### src/rtl/ascon_pack.sv
// Shared ASCON types and constants: 5x64 state, round constants, S-box, permutation FSM states.
package ascon_pack;

  // Index 0 is x0 (the S-box column MSB); {x0,x1,x2,x3,x4} concatenates naturally.
  typedef logic [0:4][63:0] type_state;

  localparam int NB_ROUNDS_MAX = 12;

  localparam logic [0:31][4:0] SBOX = {
    5'h04, 5'h0b, 5'h1f, 5'h14, 5'h1a, 5'h15, 5'h09, 5'h02,
    5'h1b, 5'h05, 5'h08, 5'h12, 5'h1d, 5'h03, 5'h06, 5'h1c,
    5'h1e, 5'h13, 5'h07, 5'h0e, 5'h00, 5'h0d, 5'h11, 5'h18,
    5'h10, 5'h0c, 5'h01, 5'h19, 5'h16, 5'h0a, 5'h0f, 5'h17
  };

  typedef enum logic [1:0] {IDLE, RUN, DONE} type_perm_fsm;

  function automatic logic [7:0] round_const(input logic [3:0] i);
    return {4'hF - i, i};
  endfunction

endpackage

### src/rtl/ascon_round.sv
// One combinational ASCON round: constant addition, bit-sliced S-box layer, diffusion.
module ascon_round
  import ascon_pack::*;
#(
  parameter int CNT_W = 4
) (
  input  type_state        state_i,
  input  logic [CNT_W-1:0] round_i,
  output type_state        state_o
);

  type_state add, sub;
  logic [4:0] col, sb;

  always_comb begin
    add = state_i;
    add[2][7:0] = state_i[2][7:0] ^ round_const(4'(round_i));
    sub = '0;
    col = '0;
    sb  = '0;
    // Each bit position forms a 5-bit column with x0 as its MSB.
    for (int b = 0; b < 64; b++) begin
      col = {add[0][b], add[1][b], add[2][b], add[3][b], add[4][b]};
      sb  = SBOX[col];
      for (int k = 0; k < 5; k++) sub[k][b] = sb[4-k];
    end
  end

  diffusion u_diff (
    .state_i(sub),
    .state_o(state_o)
  );

endmodule

### src/rtl/diffusion.sv
// ASCON linear diffusion layer: each word XORed with two rotations of itself.
module diffusion
  import ascon_pack::*;
(
  input  type_state state_i,
  output type_state state_o
);

  function automatic logic [63:0] ror(input logic [63:0] x, input int n);
    return (x >> n) | (x << (64 - n));
  endfunction

  assign state_o[0] = state_i[0] ^ ror(state_i[0], 19) ^ ror(state_i[0], 28);
  assign state_o[1] = state_i[1] ^ ror(state_i[1], 61) ^ ror(state_i[1], 39);
  assign state_o[2] = state_i[2] ^ ror(state_i[2], 1)  ^ ror(state_i[2], 6);
  assign state_o[3] = state_i[3] ^ ror(state_i[3], 10) ^ ror(state_i[3], 17);
  assign state_o[4] = state_i[4] ^ ror(state_i[4], 7)  ^ ror(state_i[4], 41);

endmodule

### src/rtl/ascon_permutation_iter.sv
// Iterative ASCON permutation p^a/p^b, one round per clock.
// Define ASCON_PERM_UNROLL2_EN to chain two rounds per RUN cycle.
module ascon_permutation_iter
  import ascon_pack::*;
#(
  parameter int NB_ROUNDS_MAX = ascon_pack::NB_ROUNDS_MAX,
  parameter int CNT_W         = 4
) (
  input  logic             clock_i,
  input  logic             reset_i,
  input  logic             start_i,
  input  logic [CNT_W-1:0] nb_rounds_i,
  input  type_state        state_i,
  output logic             ready_o,
  output logic             done_o,
  output type_state        state_o
);

  localparam logic [CNT_W-1:0] MAX_C  = CNT_W'(NB_ROUNDS_MAX);
  localparam logic [CNT_W-1:0] LAST_C = CNT_W'(NB_ROUNDS_MAX - 1);

  type_perm_fsm     fsm_q, fsm_d;
  type_state        state_q, state_d;
  logic [CNT_W-1:0] cnt_q, cnt_d;
  type_state        r0_out;
  logic             nb_legal;

  assign nb_legal = (nb_rounds_i != '0) && (nb_rounds_i <= MAX_C);
  assign state_o  = state_q;

  ascon_round #(.CNT_W(CNT_W)) u_round0 (
    .state_i(state_q),
    .round_i(cnt_q),
    .state_o(r0_out)
  );

`ifdef ASCON_PERM_UNROLL2_EN
  type_state r1_out;

  ascon_round #(.CNT_W(CNT_W)) u_round1 (
    .state_i(r0_out),
    .round_i(cnt_q + CNT_W'(1)),
    .state_o(r1_out)
  );
`endif

  always_comb begin
    fsm_d   = fsm_q;
    state_d = state_q;
    cnt_d   = cnt_q;
    ready_o = 1'b0;
    done_o  = 1'b0;
    case (fsm_q)
      IDLE: begin
        ready_o = 1'b1;
        if (start_i && nb_legal) begin
          state_d = state_i;
          cnt_d   = MAX_C - nb_rounds_i;
          fsm_d   = RUN;
        end
      end
      RUN: begin
`ifdef ASCON_PERM_UNROLL2_EN
        // Odd round counts finish with a single round from the first instance.
        if (cnt_q == LAST_C) begin
          state_d = r0_out;
          cnt_d   = cnt_q + CNT_W'(1);
          fsm_d   = DONE;
        end else begin
          state_d = r1_out;
          cnt_d   = cnt_q + CNT_W'(2);
          if (cnt_q == LAST_C - CNT_W'(1)) fsm_d = DONE;
        end
`else
        state_d = r0_out;
        cnt_d   = cnt_q + CNT_W'(1);
        if (cnt_q == LAST_C) fsm_d = DONE;
`endif
      end
      DONE: begin
        done_o = 1'b1;
        fsm_d  = IDLE;
      end
      default: fsm_d = IDLE;
    endcase
  end

  always_ff @(posedge clock_i) begin
    if (reset_i) begin
      fsm_q   <= IDLE;
      state_q <= '0;
      cnt_q   <= '0;
    end else begin
      fsm_q   <= fsm_d;
      state_q <= state_d;
      cnt_q   <= cnt_d;
    end
  end

endmodule

### config.mk
export PLATFORM = sky130hd
export DESIGN_NAME = ascon_permutation_iter
export DESIGN_NICKNAME = d
export VERILOG_FILES = /design/src/rtl/ascon_pack.sv /design/src/rtl/ascon_round.sv /design/src/rtl/diffusion.sv /design/src/rtl/ascon_permutation_iter.sv
export SDC_FILE = /design/constraint.sdc
export NUM_CORES = 2
export LEC_CHECK = 0
export ABC_AREA = 1
export BUFFER_PORTS_ARGS = -buffer_cell sky130_fd_sc_hd__clkbuf_2
export CAP_MARGIN = 25
export CORE_MARGIN = 2
export CORE_UTILIZATION = 39
export DETAILED_ROUTE_END_ITERATION = 10
export PLACE_DENSITY_LB_ADDON = 0.3
export SLEW_MARGIN = 20
export SYNTH_ARGS = -nofsm -noshare
export SYNTH_HDL_FRONTEND = slang
export SYNTH_SLANG_ARGS = --single-unit
### constraint.sdc
create_clock -name clock_i -period 2.5 [get_ports clock_i]
set_input_delay 0.5 -clock clock_i [delete_from_list [all_inputs] [get_ports clock_i]]
set_output_delay 0.5 -clock clock_i [all_outputs]
set_load 0.05 [all_outputs]
==> results.md <==
- Pleak: about 23 nW
- Cell area after layout: 46,400 um2
- Starting Density: 0.393
- Bufs and invs on worst path: 2
- Cell area after placement: 44,600 um2
- Logic pwr share: 0.720
- Reg2reg setup slack: 0.02 ns
- Sequential fraction of the synthesis area: 0.185
- Core Area: 89,900 um2
- WL/cell: between 20 and 25 um
- Placed insts: 8,151
- Top-count cell post-synth: nand2_1
- Switching Fraction: 0.557
- Post-synth cell types: 47
- Worst-margin pin slew: 1.17 ns
- Share of post-route cells with drive strength above 1: 0.215
- #FFs+latches synth: between 300 and 400
- Async S/R FF share, synth: 0
- Slowest cell on crit path: dfxtp_1
- Final wirelength: 203,000 um
- Root buf cell: clkbuf_16
- Fin Setup TNS: 0 ns
- Drt pass-1 iters: 7
- DRC errors left: 0
- Post-Syn Area: 35,300 um2
- All-Layer GR Usage: 0.418
- Post-synth top flop: dfxtp_1
- Syn Nets: roughly 6,500
- Cell family with most CP delay: simple AND/OR/NAND/NOR gates
- Net Sw Power: about 29 mW
- Die footprint: 93,000 um2
- Post-synth EDFFs: 0
- Die X: 305 um
- WHS Path Cells: 3
- Yosys top cell area share: 0.208
- Top cells by area, synth: nand2_1 21%, dfxtp_1 18%, ha_1 12%, nor2_1 6.4%, xor2_1 6.4%
- Outcome: completed
- Crit. End Element: flop
- Worst Hold Class: in -> reg
- Initial antenna violation count: 7
- ANT nets after route: 0
- Placer Congestion: 1.09
- Drt first-iter violations: 5,566
- Crit-path max FO: 6
- Worst EP arrival: 2.96 ns
- Cell taking the most area after synthesis: nand2_1
- Final Hold Fails: 0
- Max Cap Violations: 0
- H-tree Lvls: 2
- Peak VDD IR: between 0.5 and 0.6 mV
- Hold_sp: state_i[135]
- Clock share of power: 0.145
- Vias after detailed routing: 44,733
- Final min period: 2.48 ns
- Critical Path Source Type: flop
- Final net count: about 7,700
- Clock Path Buffers: 3
- CTS tree: done
- CP max stage delay: about 0.33 ns
- Die span in y: 305 um
- Layout Utilization: 0.516
- Critical Path RT: 2.98 ns
- Final setup viols: 0
- End point of the worst hold path: state_o[135]
- Period utilization: 0.994
- P per Cell Area: 1130 nW/um2
- GR Overflow Total: 0
- Area Overhead vs Synth: 31.3%
- Commonest cells post-synth: 1,961 x nand2_1, 602 x nor2_1, 513 x inv_1
- Critical-path cell list: inv_1 -> ha_1 -> inv_1 -> nor2_1 -> a21oi_1 -> nand3_1 -> nand2_1 -> nand2_1 -> nand3_1 -> nand3_1 -> nand2_1 -> a21oi_1
- Post-CTS setup buffers: 0
- IO Pins: 649
- Worst r2r src: state_o[80]
- Largest net degree at the start of global routing: between 100 and 150
- CTS Sinks: between 300 and 400
- Yosys warning total: 0
- Internal power: 23.1 mW
- Later-pin clock latency in the skew report: 0.63 ns
- First-pass GRT wire length: 282,000 um
- Via-to-Cell Ratio: 5.43
- Floorplan row count: 110
- Reg2reg end: state_o[208]
- Post-route clock skew: 0.0252 ns
- Synth Instances: 5,876
- R2R depth: 12
- Cts hold-fix bufs: 0
- Max Slew Vio Count: 0
- Vias in the first global route: roughly 40,000
- Flop pwr share: 0.135
- Total CTS buffers: 46
- Fin cells: 8,237
- Clock-pin transition on the worst setup and hold timing paths: 0.06 ns
- Critical path class: reg -> reg
- Worst slew margin: 0.222
- Port Buf Inserts: 648
- Post-synthesis average cell area: 6.01 um2
- Peak Freq: 403 MHz
- Dpl hpwl: 170,000 um
## what timing repair did
action | in CTS | in global routing
endpoints found under the setup margin | 0 | 38
hold endpoints to repair | 0 | 0
resized for setup | 0 | 39
## stage by stage
stage | power [mW] | setup WS (ns) | hold WS (ns)
finish | 52.2 | 0.0156 | 0.167
global route | 54.0 | -0.0227 | 0.164
CTS | 50.7 | 0.0287 | 0.146
detailed placement | 43.1 | -0.0949 | 0.480
global placement | 42.9 | -0.107 | 0.477
floorplan | 26.2 | 0.0570 | 0.542
## worst min-delay path: stages
cell and delay (ns):
clkbuf_2 0.09, nand3_1 0.08, a31oi_1 0.08
## worst max path at each step
stage          slack [ns]      startpoint  cells past startpoint           end
2_1_floorplan        0.06     state_o[84]                     10  state_o[237]
3_3_place_gp        -0.11  nb_rounds_i[1]                     12  state_o[191]
3_5_place_dp        -0.09  nb_rounds_i[0]                     12  state_o[191]
4_1_cts              0.03    state_o[118]                      7   state_o[47]
5_1_grt             -0.02     state_o[80]                     12  state_o[208]
6_report             0.02     state_o[80]                     12  state_o[208]
## cells in the final DEF, fill, tap and decap left out, types with 16 or more instances in the layout
cell type,instances
or2_2,31
xnor2_1,224
ha_1,341
o21ai_1,68
xor2_2,17
nand4_1,21
o21ai_0,410
clkbuf_2,647
nor2_1,602
clkbuf_16,49
a21oi_1,401
nand2_2,21
buf_4,598
inv_2,16
o211ai_1,30
o21ai_2,40
nand3_1,331
inv_1,511
a31oi_1,18
nand2_1,1951
xor2_1,254
dfxtp_1,325
buf_12,42
## cells by family (layout without fill, tap and decap cells)
logic type      after synthesis  in the layout  synth area share
simple gates               2986           2986             0.335
compound gates             1004           1004             0.152
buf+inv                     720           1902            0.0798
xor+xnor                    497            497             0.126
fa+ha+maj                   342            342             0.121
flops                       326            326             0.185
mux                           1              1          0.000283
other cells                   0              3                 0
## flip-flops by register name, indices dropped and copies added (netlist names)
name,cells
state_o,320
cnt_q,4
fsm_q,2
## final cells by class
type                            count  area, um2
Sequential cell                   326       6530
Inverter                          531       2010
Multi-Input combinational cell   4830      26100
Fill cell                        9389      43500
Clock inverter                     18        273
Clock buffer                       65       1390
Antenna cell                        3       7.51
Timing Repair Buffer             1288       8580
Tap cell                         1176       1470
## layer usage
layer | wire length, um | share of wire | vias up | global-route usage
met4 | 15000 | 0.074 | 10 | 0.259
met3 | 22000 | 0.11 | 532 | 0.0907
li1 | - | - | 20964 | -
met5 | 93 | 0.00046 | - | 0
met1 | 79800 | 0.39 | 20631 | 0.530
met2 | 86600 | 0.43 | 2596 | 0.645
## power by group through the flow
stage	combinational [mW]	clock (mW)	sequential, mW
after floorplan	16.7	0	9.44
after global placement	35.9	0	7.08
after detailed placement	36.0	0	7.08
after CTS	36.2	7.56	6.98
after global routing	39.2	7.73	7.09
final	37.6	7.55	7.04
Power figures use the tool's default switching activity.
